### src/rtl/maquina_mesi.sv
// MESI coherence controller for one processor cache: CPU-side and snooped-bus-side
// transition logic, each producing registered next-state and bus-action outputs.
module maquina_mesi (
  input  logic       clock,
  input  logic       reset,
  input  logic [2:0] estadoAnteriorCpu,
  input  logic       writeHit,
  input  logic       readHit,
  input  logic       writeMiss,
  input  logic       readMiss,
  input  logic       sharedIn,
  output logic [2:0] proximoEstadoCpu,
  output logic       sendReadMiss,
  output logic       sendWriteMiss,
  output logic       sendInvalidate,
  output logic       sendWriteBack,
  input  logic [2:0] estadoAnteriorBus,
  input  logic       busReadMiss,
  input  logic       busWriteMiss,
  input  logic       busInvalidate,
  output logic       sendAbortMemoryAccess,
  output logic [2:0] proximoEstadoBus
);

  typedef enum logic [2:0] {
    ST_I = 3'b000,
    ST_M = 3'b001,
    ST_S = 3'b010,
    ST_E = 3'b011
  } mesi_t;

  // Any encoding outside the four legal states behaves as an invalid line.
  function automatic mesi_t decode(input logic [2:0] raw);
    case (raw)
      3'b001:  decode = ST_M;
      3'b010:  decode = ST_S;
      3'b011:  decode = ST_E;
      default: decode = ST_I;
    endcase
  endfunction

  mesi_t cpu_cur, cpu_nxt, cpu_q;
  mesi_t bus_cur, bus_nxt, bus_q;
  mesi_t fill_state;
  logic  read_miss_nxt, write_miss_nxt, invalidate_nxt, write_back_nxt;
  logic  abort_nxt;
  logic  read_miss_q, write_miss_q, invalidate_q, write_back_q, abort_q;

  assign cpu_cur    = decode(estadoAnteriorCpu);
  assign bus_cur    = decode(estadoAnteriorBus);
  assign fill_state = sharedIn ? ST_S : ST_E;

  // CPU side: writeMiss > writeHit > readMiss > readHit
  always_comb begin
    cpu_nxt        = cpu_cur;
    read_miss_nxt  = 1'b0;
    write_miss_nxt = 1'b0;
    invalidate_nxt = 1'b0;
    write_back_nxt = 1'b0;
    if (writeMiss) begin
      write_miss_nxt = 1'b1;
      write_back_nxt = (cpu_cur == ST_M);
      cpu_nxt        = ST_M;
    end else if (writeHit) begin
      cpu_nxt = ST_M;
      case (cpu_cur)
        ST_I:    write_miss_nxt = 1'b1;
        ST_S:    invalidate_nxt = 1'b1;
        default: ;
      endcase
    end else if (readMiss) begin
      read_miss_nxt  = 1'b1;
      write_back_nxt = (cpu_cur == ST_M);
      cpu_nxt        = fill_state;
    end else if (readHit) begin
      if (cpu_cur == ST_I) begin
        read_miss_nxt = 1'b1;
        cpu_nxt       = fill_state;
      end
    end
  end

  // Bus side: busWriteMiss > busInvalidate > busReadMiss
  always_comb begin
    bus_nxt   = bus_cur;
    abort_nxt = 1'b0;
    if (bus_cur != ST_I) begin
      if (busWriteMiss) begin
        bus_nxt   = ST_I;
        abort_nxt = (bus_cur == ST_M);
      end else if (busInvalidate) begin
        bus_nxt = ST_I;
      end else if (busReadMiss) begin
        bus_nxt   = ST_S;
        abort_nxt = (bus_cur == ST_M);
      end
    end
  end

  always_ff @(posedge clock or negedge reset) begin
    if (!reset) begin
      cpu_q        <= ST_I;
      bus_q        <= ST_I;
      read_miss_q  <= 1'b0;
      write_miss_q <= 1'b0;
      invalidate_q <= 1'b0;
      write_back_q <= 1'b0;
      abort_q      <= 1'b0;
    end else begin
      cpu_q        <= cpu_nxt;
      bus_q        <= bus_nxt;
      read_miss_q  <= read_miss_nxt;
      write_miss_q <= write_miss_nxt;
      invalidate_q <= invalidate_nxt;
      write_back_q <= write_back_nxt;
      abort_q      <= abort_nxt;
    end
  end

  assign proximoEstadoCpu      = cpu_q;
  assign proximoEstadoBus      = bus_q;
  assign sendReadMiss          = read_miss_q;
  assign sendWriteMiss         = write_miss_q;
  assign sendInvalidate        = invalidate_q;
  assign sendWriteBack         = write_back_q;
  assign sendAbortMemoryAccess = abort_q;

endmodule

### config.mk
export PLATFORM = sky130hd
export DESIGN_NAME = maquina_mesi
export DESIGN_NICKNAME = d
export VERILOG_FILES = /design/src/rtl/maquina_mesi.sv
export SDC_FILE = /design/constraint.sdc
export NUM_CORES = 1
export LEC_CHECK = 0
export ABC_AREA = 1
export BUFFER_PORTS_ARGS = -buffer_cell sky130_fd_sc_hd__buf_2
export CORE_AREA = 2 2 39 41
export DETAILED_ROUTE_END_ITERATION = 16
export DIE_AREA = 0 0 41 43
export PLACE_DENSITY = 0.66
export SYNTH_ARGS = -nofsm -noshare
export SYNTH_HDL_FRONTEND = slang
export SYNTH_SLANG_ARGS = --single-unit
export TNS_END_PERCENT = 30
### constraint.sdc
create_clock -name clock -period 0.8 [get_ports clock]
set_clock_uncertainty 0.15 [all_clocks]
set_input_delay 0.16 -clock clock [delete_from_list [all_inputs] [get_ports clock]]
set_output_delay 0.16 -clock clock [all_outputs]
set_load 0.1 [all_outputs]
==> metrics <==
Critical Path AT 0.90 ns; CTS tree yes; number of standard cells after synthesis 45; P&R area growth vs syn 82.54%; power density over the cells 1575 mW/mm2; Die Ht 43 um; Die X-Extent 41 um; Psw 0.0004063 W; final hold slack -0.07552 ns; fraction of layout instances using a drive strength above 1 64.00%; total number of H-tree levels 1; type of element launching the critical path flop; top post-synthesis cells by area sky130_fd_sc_hd__dfrtp_1 53%, sky130_fd_sc_hd__nor3_2 7.1%, sky130_fd_sc_hd__nand2_1 6.2%; clock transition at the registers of the reported paths 0.05 ns; weighted congestion reported at the end of routability-driven placement 0.6336; GRT Residual Overflow 0; area of the core region 0.001384 mm2; largest area contributor in the netlist sky130_fd_sc_hd__dfrtp_1; status finished with violations; combinational power share 32.1%; part of the Yosys area used for sequential elements 53.25%; cell chain of the critical path buf_12; final antenna-violating net count 0; Non-Filler Cell Area, Final 772.0 um2; global router's overall resource usage 11.69%; utilization after layout 55.79%; via count of the first global-routing pass 362; largest vdd supply drop 640.7 uV; Slew Viols, Final 0; number of buffers between clock root and the deepest sink 2; post-synthesis cell type count 17; maximum number of pins on one net before global-route repair 10; cell-internal power 0.0008098 W; number of cells on the critical path 1; number of placed instances, taps included 86; worst setup path start proximoEstadoCpu[1]; final layout net count 92; type of the tightest min-delay check primary input to flop; number of optimization iterations in the first detailed-route pass 2; average routed wire per standard cell 8.516 um; crit path time final 1.210 ns; wire length of the first global-routing pass 1297 um; static leakage 0.3726 nW; delay of the slowest cell on the worst path 0.48 ns; relative contribution of sequential cells to total power 41.1%; violated checks hold timing, setup timing; worst hold start estadoAnteriorBus[1]; post-cts gate resize count 0; fraction of synthesized cell area taken by the top area cell type 53.25%; Hold Crit Depth 2; clock tree sinks 9; I/O Buffers 24; count of yosys warnings during synthesis 0; final worst-path cycle share 151.3%; number of storage elements in the synthesis netlist 9; total via count after detailed routing 391; RSZ-0062 raised after global routing true; Crit Path Class flop to output port; summed negative setup slack over all endpoints -3.653 ns; number of top-level design ports 27; sort of element at the end of the critical path output port; leading cell types in the layout, fill and taps excluded 15 x sky130_fd_sc_hd__buf_2, 9 x sky130_fd_sc_hd__buf_12, 9 x sky130_fd_sc_hd__dfrtp_4, 7 x sky130_fd_sc_hd__nand2_1, 6 x sky130_fd_sc_hd__inv_1; max-cap violations 0; commonest non-fill, non-tap cell in the layout sky130_fd_sc_hd__buf_2; Row Count 14; clock group share of total power 26.8%; total of hold buffers inserted after clock tree synthesis 1; placed wire-length estimate 676.2 um; highest fanout seen on the critical path 1; total power draw 0.001216 W; number of vias per cell 4.297; largest delay contributor family on the critical path flip-flops; mean instance size in the synthesized netlist 9.398 um2; slack of the critical path -0.4103 ns; clock tree root buffer cell sky130_fd_sc_hd__clkbuf_4; antenna violations before repair 0; Slowest cell on crit path sky130_fd_sc_hd__dfrtp_4; buffers plus inverters on the worst setup path 1; first-iteration detailed-routing DRC count 1; Initial Util 30.56%; synthesized cell area 422.9 um2; switching part of the total power 33.41%; Antenna diodes 0; Crit path required time 0.49 ns; final instance count without filler cells 91; Post-Place Cell Area 735.7 um2; DIE AREA 0.001763 mm2; fmax 0.8262 GHz; number of buffers inserted during clock tree synthesis 3; hold violation total from the final report 5; residual DRC count 0; setup-violating endpoint count in the final report 9; total wirelength of the detailed-routed design 775 um
==> repair_timing <==
item / 4_1_cts / 5_1_grt
endpoints found under the hold margin: 14 / 3
endpoints found under the setup margin: 9 / 9
cloned: 0 / 0
setup buffers: 0 / 0
==> flip-flops by register name, indices dropped and copies added (netlist names) <==
register               count
proximoEstadoBus           2
proximoEstadoCpu           2
sendAbortMemoryAccess      1
sendInvalidate             1
sendReadMiss               1
sendWriteBack              1
sendWriteMiss              1
==> per-layer routing <==
metal  vias up  share of wire, %  track usage, %
met4         0               4.9           14.00
met2        18                49           17.50
li1        196                 -               -
met5         -                 0               0
met1       173                39           11.71
met3         4               7.5           1.571
==> Yosys cell counts <==
cell                       n
sky130_fd_sc_hd__conb_1    1
sky130_fd_sc_hd__nor3_1    1
sky130_fd_sc_hd__a31oi_1   1
sky130_fd_sc_hd__nand2_2   3
sky130_fd_sc_hd__inv_2     2
sky130_fd_sc_hd__nand3b_1  1
sky130_fd_sc_hd__o21bai_1  1
sky130_fd_sc_hd__buf_4     2
sky130_fd_sc_hd__or2_4     1
sky130_fd_sc_hd__nand2_1   7
sky130_fd_sc_hd__nand3_1   1
sky130_fd_sc_hd__nor3_2    3
sky130_fd_sc_hd__a21oi_1   4
sky130_fd_sc_hd__nand3_2   1
sky130_fd_sc_hd__nor2_1    1
sky130_fd_sc_hd__inv_1     6
sky130_fd_sc_hd__dfrtp_1   9
==> final cells by class <==
cell class | instances | area (um2)
fillers | 116 | 611.8
repair buffers | 27 | 280.3
flip-flops and latches | 9 | 259.0
multi-input cells | 27 | 156.4
inverters | 8 | 30.03
clock buffers | 4 | 26.28
well taps | 16 | 20.02
==> logic make-up after synthesis <==
| group | count (synthesis) | synth area share [%] |
|---|---|---|
| simple gates | 19 | 27.22 |
| other cells | 1 | 0.8867 |
| flops | 9 | 53.26 |
| compound gates | 6 | 7.990 |
| buf+inv | 10 | 10.65 |
==> path summary, 6_finish.rpt <==
kind	end	slack, ns
min	sendAbortMemoryAccess	-0.08
max	proximoEstadoCpu[1]	-0.41
max in group asynchronous	sendAbortMemoryAccess	0.18
min in group asynchronous	sendReadMiss	0.13
==> power groups by stage <==
stage               sequential, W  combinational (W)  clock [W]
global placement         0.000509           0.000383          0
CTS                      0.000500           0.000392   0.000341
finish                   0.000500           0.000391   0.000326
floorplan                0.000638           0.000108          0
global route             0.000500           0.000415   0.000367
detailed placement       0.000510           0.000388          0
==> stage by stage <==
| step | hold WS (ns) | worst slack, ns |
|---|---|---|
| 3_3_place_gp | -0.1396 | -0.1375 |
| 6_report | -0.07552 | -0.4103 |
| 2_1_floorplan | -0.2856 | -0.1022 |
| 4_1_cts | -0.08506 | -0.4222 |
| 5_1_grt | -0.07191 | -0.4355 |
| 3_5_place_dp | -0.1359 | -0.1442 |
(Power assumes the default switching activity.)
